## config.mk

```make
export PLATFORM = sky130hd
export DESIGN_NAME = calc_key_entry
export DESIGN_NICKNAME = d
export VERILOG_FILES = /design/src/rtl/calc_pkg.sv /design/src/rtl/calc_digit_reg.sv /design/src/rtl/calc_key_entry.sv
export SDC_FILE = /design/constraint.sdc
export NUM_CORES = 1
export LEC_CHECK = 0
export CAP_MARGIN = 20
export CORE_MARGIN = 2
export CORE_UTILIZATION = 45
export CTS_CLUSTER_SIZE = 10
export DETAILED_ROUTE_END_ITERATION = 12
export PLACE_DENSITY = 0.79
export SYNTH_ARGS = -nofsm -noshare
export SYNTH_HDL_FRONTEND = slang
export SYNTH_SLANG_ARGS = --single-unit
export TNS_END_PERCENT = 20
```

## constraint.sdc

```tcl
create_clock -name clk -period 3.18 [get_ports clk]
set_input_delay 0.318 -clock clk [delete_from_list [all_inputs] [get_ports clk]]
set_output_delay 0.318 -clock clk [all_outputs]
set_load 0.02 [all_outputs]
```

## src/rtl/calc_pkg.sv

```systemverilog
// Shared definitions for the BCD calculator: key codes, operator codes,
// the ALU divide-by-zero code and the key-entry FSM state encoding.
package calc_pkg;

    localparam logic [3:0] KEY_EQ   = 4'd10;
    localparam logic [3:0] KEY_CLR  = 4'd11;

    localparam logic [3:0] OP_PLUS  = 4'd12;
    localparam logic [3:0] OP_MINUS = 4'd13;
    localparam logic [3:0] OP_MULT  = 4'd14;
    localparam logic [3:0] OP_DIV   = 4'd15;

    localparam logic [15:0] NAN_CODE = 16'h0BAB;

    typedef enum logic [1:0] {
        ST_ENTER_A  = 2'd0,
        ST_ENTER_B  = 2'd1,
        ST_EXEC     = 2'd2,
        ST_SHOW_RES = 2'd3
    } state_e;

    function automatic logic is_digit(input logic [3:0] k);
        return k <= 4'd9;
    endfunction

    function automatic logic is_op(input logic [3:0] k);
        return k >= OP_PLUS;
    endfunction

endpackage

```

## src/rtl/calc_digit_reg.sv

```systemverilog
// BCD operand shift register with a saturating digit counter,
// leading-zero suppression, synchronous clear, restart and parallel load.
module calc_digit_reg #(
    parameter  int DIGITS = 4,
    localparam int W      = 4 * DIGITS,
    localparam int CW     = $clog2(DIGITS + 1)
) (
    input  logic          clk,
    input  logic          rst_n,
    input  logic          clr,
    input  logic          load_en,
    input  logic          restart,
    input  logic          shift_en,
    input  logic [3:0]    digit,
    input  logic [W-1:0]  load_val,
    output logic [W-1:0]  value,
    output logic [CW-1:0] cnt
);

    logic [W-1:0]  value_q, value_d;
    logic [CW-1:0] cnt_q, cnt_d;

    // Next operand value: clear > load > restart with one digit > shift in a digit.
    always_comb begin
        // NOTE: defaulting every output first keeps this block free of inferred latches.
        value_d = value_q;
        cnt_d   = cnt_q;
        if (clr) begin
            value_d = '0;
            cnt_d   = '0;
        end else if (load_en) begin
            // A loaded result counts as a full operand.
            value_d = load_val;
            cnt_d   = CW'(DIGITS);
        end else if (restart) begin
            value_d = {{(W-4){1'b0}}, digit};
            cnt_d   = (digit != 4'd0) ? CW'(1) : '0;
        end else if (shift_en && (cnt_q != CW'(DIGITS)) &&
                     !((value_q == '0) && (digit == 4'd0))) begin
            value_d = {value_q[W-5:0], digit};
            cnt_d   = cnt_q + CW'(1);
        end
    end

    // Operand state register with synchronous active-low reset.
    always_ff @(posedge clk) begin
        // NOTE: sequential state uses non-blocking assignments so all flops update together.
        if (!rst_n) begin
            value_q <= '0;
            cnt_q   <= '0;
        end else begin
            value_q <= value_d;
            cnt_q   <= cnt_d;
        end
    end

    assign value = value_q;
    assign cnt   = cnt_q;

endmodule

```

## src/rtl/calc_key_entry.sv

```systemverilog
// Keypad-entry controller in front of the BCD ALU: builds operands num1/num2
// and the operator from key events, strobes exe on '=', and selects disp.
// Build option: define CALC_RESULT_CHAIN_EN to let an operator key pressed
// while a result is shown continue the calculation with that result as num1.
module calc_key_entry #(
    parameter  int                DIGITS   = 4,
    parameter  int                EXE_HOLD = 2,
    parameter  logic [4*DIGITS-1:0] NAN_CODE = (4*DIGITS)'(calc_pkg::NAN_CODE),
    localparam int                W        = 4 * DIGITS
) (
    input  logic         clk,
    input  logic         rst_n,
    input  logic         key_valid,
    input  logic [3:0]   key_code,
    input  logic [W-1:0] res_in,
    output logic [W-1:0] num1,
    output logic [W-1:0] num2,
    output logic [3:0]   op,
    output logic         exe,
    output logic [W-1:0] disp,
    output logic [1:0]   state
);
    import calc_pkg::*;

    localparam int CW = $clog2(DIGITS + 1);
    localparam int HW = $clog2(EXE_HOLD + 1);

`ifdef CALC_RESULT_CHAIN_EN
    localparam bit CHAIN_EN = 1'b1;
`else
    localparam bit CHAIN_EN = 1'b0;
`endif

    state_e        state_q, state_d;
    logic [3:0]    op_q, op_d;
    logic          exe_q, exe_d;
    logic [HW-1:0] hold_q, hold_d;

    logic          key_digit, key_op, key_eq, key_clr;
    logic          a_shift, a_restart, chain_go, b_clr, b_shift;
    logic [CW-1:0] b_cnt, a_cnt_unused;

    assign key_digit = key_valid && is_digit(key_code);
    assign key_op    = key_valid && is_op(key_code);
    assign key_eq    = key_valid && (key_code == KEY_EQ);
    assign key_clr   = key_valid && (key_code == KEY_CLR);

    assign a_shift   = key_digit && (state_q == ST_ENTER_A);
    assign a_restart = key_digit && (state_q == ST_SHOW_RES);
    assign chain_go  = CHAIN_EN && key_op && (state_q == ST_SHOW_RES) && (res_in != NAN_CODE);
    assign b_clr     = key_clr || a_restart || chain_go || (key_op && (state_q == ST_ENTER_A));
    assign b_shift   = key_digit && (state_q == ST_ENTER_B);

    calc_digit_reg #(.DIGITS(DIGITS)) u_reg_a (
        .clk      (clk),
        .rst_n    (rst_n),
        .clr      (key_clr),
        .load_en  (chain_go),
        .restart  (a_restart),
        .shift_en (a_shift),
        .digit    (key_code),
        .load_val (res_in),
        .value    (num1),
        .cnt      (a_cnt_unused)
    );

    calc_digit_reg #(.DIGITS(DIGITS)) u_reg_b (
        .clk      (clk),
        .rst_n    (rst_n),
        .clr      (b_clr),
        .load_en  (1'b0),
        .restart  (1'b0),
        .shift_en (b_shift),
        .digit    (key_code),
        .load_val ('0),
        .value    (num2),
        .cnt      (b_cnt)
    );

    // FSM next state, operator latch and exe hold counter; clear overrides everything.
    always_comb begin
        state_d = state_q;
        op_d    = op_q;
        exe_d   = exe_q;
        hold_d  = hold_q;
        if (key_clr) begin
            state_d = ST_ENTER_A;
            op_d    = OP_PLUS;
            exe_d   = 1'b0;
            hold_d  = '0;
        end else begin
            case (state_q)
                ST_ENTER_A: begin
                    if (key_op) begin
                        op_d    = key_code;
                        state_d = ST_ENTER_B;
                    end
                end
                ST_ENTER_B: begin
                    if (key_op && (b_cnt == '0)) begin
                        op_d = key_code;
                    end else if (key_eq) begin
                        state_d = ST_EXEC;
                        exe_d   = 1'b1;
                        hold_d  = HW'(1);
                    end
                end
                ST_EXEC: begin
                    if (hold_q == HW'(EXE_HOLD)) begin
                        state_d = ST_SHOW_RES;
                        exe_d   = 1'b0;
                        hold_d  = '0;
                    end else begin
                        hold_d = hold_q + HW'(1);
                    end
                end
                ST_SHOW_RES: begin
                    if (a_restart) begin
                        state_d = ST_ENTER_A;
                    end else if (chain_go) begin
                        op_d    = key_code;
                        state_d = ST_ENTER_B;
                    end
                end
                default: state_d = ST_ENTER_A;
            endcase
        end
    end

    // Control registers with synchronous active-low reset.
    always_ff @(posedge clk) begin
        if (!rst_n) begin
            state_q <= ST_ENTER_A;
            op_q    <= OP_PLUS;
            exe_q   <= 1'b0;
            hold_q  <= '0;
        end else begin
            state_q <= state_d;
            op_q    <= op_d;
            exe_q   <= exe_d;
            hold_q  <= hold_d;
        end
    end

    // Display shows the operand being typed, or the ALU result once executing.
    always_comb begin
        disp = res_in;
        case (state_q)
            ST_ENTER_A: disp = num1;
            ST_ENTER_B: disp = (b_cnt != '0) ? num2 : num1;
            default:    disp = res_in;
        endcase
    end

    assign op    = op_q;
    assign exe   = exe_q;
    assign state = state_q;

endmodule

```

==> summary.txt <==
Setup path
  – Reg2reg start: state[1]
  – Slowest CP cell: clkdlybuf4s50_1
  – R2r endpoint: u_reg_b.cnt[2]
  – Delay-heaviest family, CP: buffers and inverters
  – Worst-path fanout max: 16
  – CP Capture Type: primary output
  – CP Cell Sequence: inv_1, ha_1, nand3_1, nand2b_2, a222oi_1, inv_1, clkdlybuf4s50_1
  – Startpoint types: flip-flop
  – R2R depth: 7
  – R2R Setup Slk: 990 ps
  – CP arrival: 2580 ps
  – CP bufs+invs: 3
  – Crit Path Category: flip-flop to primary output
  – Req. time, crit path: 2860 ps
  – CP most frequent cell: inv_1
  – Worst setup startpoint: state[1]
  – Slowest Stage Delay on Critical Path: 540 ps

Global routing
  – GRT overflow: 0
  – Total track usage: 23.7%
  – Vias in the first global route: 2163
  – Largest net degree at the start of global routing: 19
  – Initial antenna violation count: 0
  – Global-route wire length before repair: 11.2 mm

Synthesis
  – Post-Synthesis Cells: 264
  – Synth warn: 0
  – Sequential share of the synthesized area: 40.0%
  – Yosys cell types: 41
  – Synth async-reset ratio: 0%
  – Synthesized area: 0.00235 mm^2
  – Synth Flop Type: dfxtp_1
  – Average size of a mapped cell: 8.91 um^2
  – Yosys reg bits: 47
  – Post-synth EDFFs: 0
  – Synthesized Nets: 295

Floorplanning
  – Die Wd: 76.3 um
  – Standard-cell rows: 26
  – DIE HEIGHT: 76.3 um
  – Initial cell density of the core: 46.4%
  – I/O pin cnt: 78
  – Core ar.: 0.00507 mm^2
  – Total die area: 0.00582 mm^2

CTS
  – CTS clk-pin slew, worst paths: 80 ps
  – Max clock buf depth: 2
  – Setup bufs post-CTS: 0
  – Clock sinks: 47
  – Root Driver: clkbuf_8
  – CTS H-Tree Depth: 2
  – Post-CTS sizing: 0
  – TritonCTS buffer count: 5
  – # hold bufs at CTS: 0
  – TritonCTS clock tree: yes
  – Latest clock arrival within the worst-skew pair: 300 ps

Cells and area
  – Most frequent cells in the layout: 77 x clkdlybuf4s50_1, 47 x dfxtp_1, 39 x nor2_1
  – Area Overhead vs Synth: 42.4%
  – Layout cell share with drive strength beyond 1: 6.71%
  – Ant. Diodes: 0
  – Commonest non-fill, non-tap cell in the layout: clkdlybuf4s50_1
  – Reg area: 941 um^2
  – Area of the multi-input gates: 0.00125 mm^2
  – Final net count: 373
  – Fill count: 440

Route
  – Via count: 2340
  – Iter 0 DRT Violations: 247
  – Routed vias/inst: 5.67
  – DRT antenna net count: 0
  – DRC Markers: 0
  – WL final: 6.72 mm
  – Routed len/inst: 16.3 um
  – First-pass DRT Iterations: 7

Power
  – PnR Total Power: 0.00206 W
  – Peak supply drop: 0.000285 V
  – Internal power: 0.00133 W
  – Clk network pwr share: 24.5%
  – Sequential share of power: 33.1%
  – Comb pwr share: 42.4%
  – Sw frac: 35.3%
  – Leakage: 1.37 nW
  – P per Cell Area: 615 mW/mm^2
  – NetSw: 0.000727 W

Placed design
  – I/O Buffers: 77
  – Dpl hpwl: 5.10 mm
  – GPL Wtd Cong: 0.908

Timing
  – RSZ-0062 raised after global routing: false
  – Final setup vio count: 0
  – Fin. max-slew vios: 0
  – Final Cycle Share: 91.2%
  – Relative slew slack: 53.8%
  – Minimum clock period: 2900 ps
  – Worst slew pin tran: 693 ps
  – Total Neg Setup Slack: 0 ps
  – Final hold vios: 0
  – Fmax: 0.345 GHz
  – Worst Skew: 6.72 ps

Worst hold path
  – Worst Hold Class: flip-flop to flip-flop
  – WHS Path Cells: 1
  – Hold path start: op[3]
  – Hold EP: op[3]

Run
  – Max Cap Viol: 0

Status
  – Status: finished, final reports clean
per-layer routing:
metal | global-route usage (%) | vias up | part of all wire, % | wire length [um]
li1 | - | 1114 | - | -
met1 | 31.1 | 1131 | 45 | 2990
met2 | 39.5 | 84 | 49 | 3300
met3 | 4.03 | 11 | 4.6 | 306
met4 | 7.82 | 0 | 1.7 | 112
met5 | 0 | - | 0 | 0
cell usage after synthesis (2+ instances only):
master     n  share of area [%]
clkbuf_2   2               0.43
xnor2_1    2               0.74
a211oi_1   3               0.96
clkbuf_1   8                1.3
ha_1       8                4.3
nor2_1    39                6.2
a222oi_1  16                6.8
o211ai_1   5                1.6
nand4_1    2               0.53
and3_1     2               0.53
mux2i_1   32                 14
or4_1      2               0.64
nand2_1   11                1.8
inv_1     27                4.3
dfxtp_1   47                 40
o21ai_0    5                1.1
buf_2      4               0.85
nand3_1    8                1.7
a21oi_1   11                2.3
nor4_1     6                1.6
o21a_1     2               0.64
or3_1      3               0.80
power groups by stage:
| stage | logic [W] | registers [W] | clock network (W) |
|---|---|---|---|
| 2_1_floorplan | 0.000504 | 0.000721 | 0 |
| 4_1_cts | 0.000862 | 0.000682 | 0.000514 |
| 5_1_grt | 0.000941 | 0.000691 | 0.000541 |
| 3_3_place_gp | 0.000846 | 0.000693 | 0 |
| 6_report | 0.000873 | 0.000682 | 0.000505 |
| 3_5_place_dp | 0.000858 | 0.000696 | 0 |
cells by family after synthesis:
logic type	count (synthesis)	synth area share, %
AOI/OAI and AO/OA	51	16.9
muxes	32	13.6
and+or+nand+nor	82	17.3
adders and majority gates	8	4.26
DFF	47	40.0
xor gates and xnor gates	2	0.745
buffers and inverters	42	7.18
how the worst max path moves through the flow:
stage	cells after the start	slack (ps)	end
2_1_floorplan	8	920	disp[15]
3_3_place_gp	7	520	disp[2]
3_5_place_dp	7	470	disp[10]
4_1_cts	7	130	disp[10]
5_1_grt	7	90	disp[10]
6_report	7	280	disp[10]
sequential cells by signal, summed over array words and instances (netlist names):
| signal | count |
|---|---|
| u_reg_a.value | 16 |
| op | 4 |
| u_reg_a.cnt | 3 |
| state | 2 |
| u_reg_b.cnt | 3 |
| exe | 1 |
| u_reg_b.value | 16 |
| hold_q | 2 |
cell type report:
class,count,share of cell area [%]
multi-input combinational,175,37.3
inverter,27,3.03
sequential,47,28.1
clock buffer,6,2.17
tap,70,2.61
clock inverter,2,1.79
timing repair buffer,86,25.0
through the flow:
stage                     setup slack (ps)  utilization, %  instance area (um^2)  instances  hold slack (ps)
final                                  280            66.0                  3350        413              446
after floorplan                        919               -                  2350        264              445
after CTS                              135            66.0                  3350        413              451
after global routing                  92.3            66.0                  3350        413              490
after global placement                 516            63.3                  3210        405              430
after detailed placement               466            63.3                  3210        405              431
(Power assumes the default switching activity.)
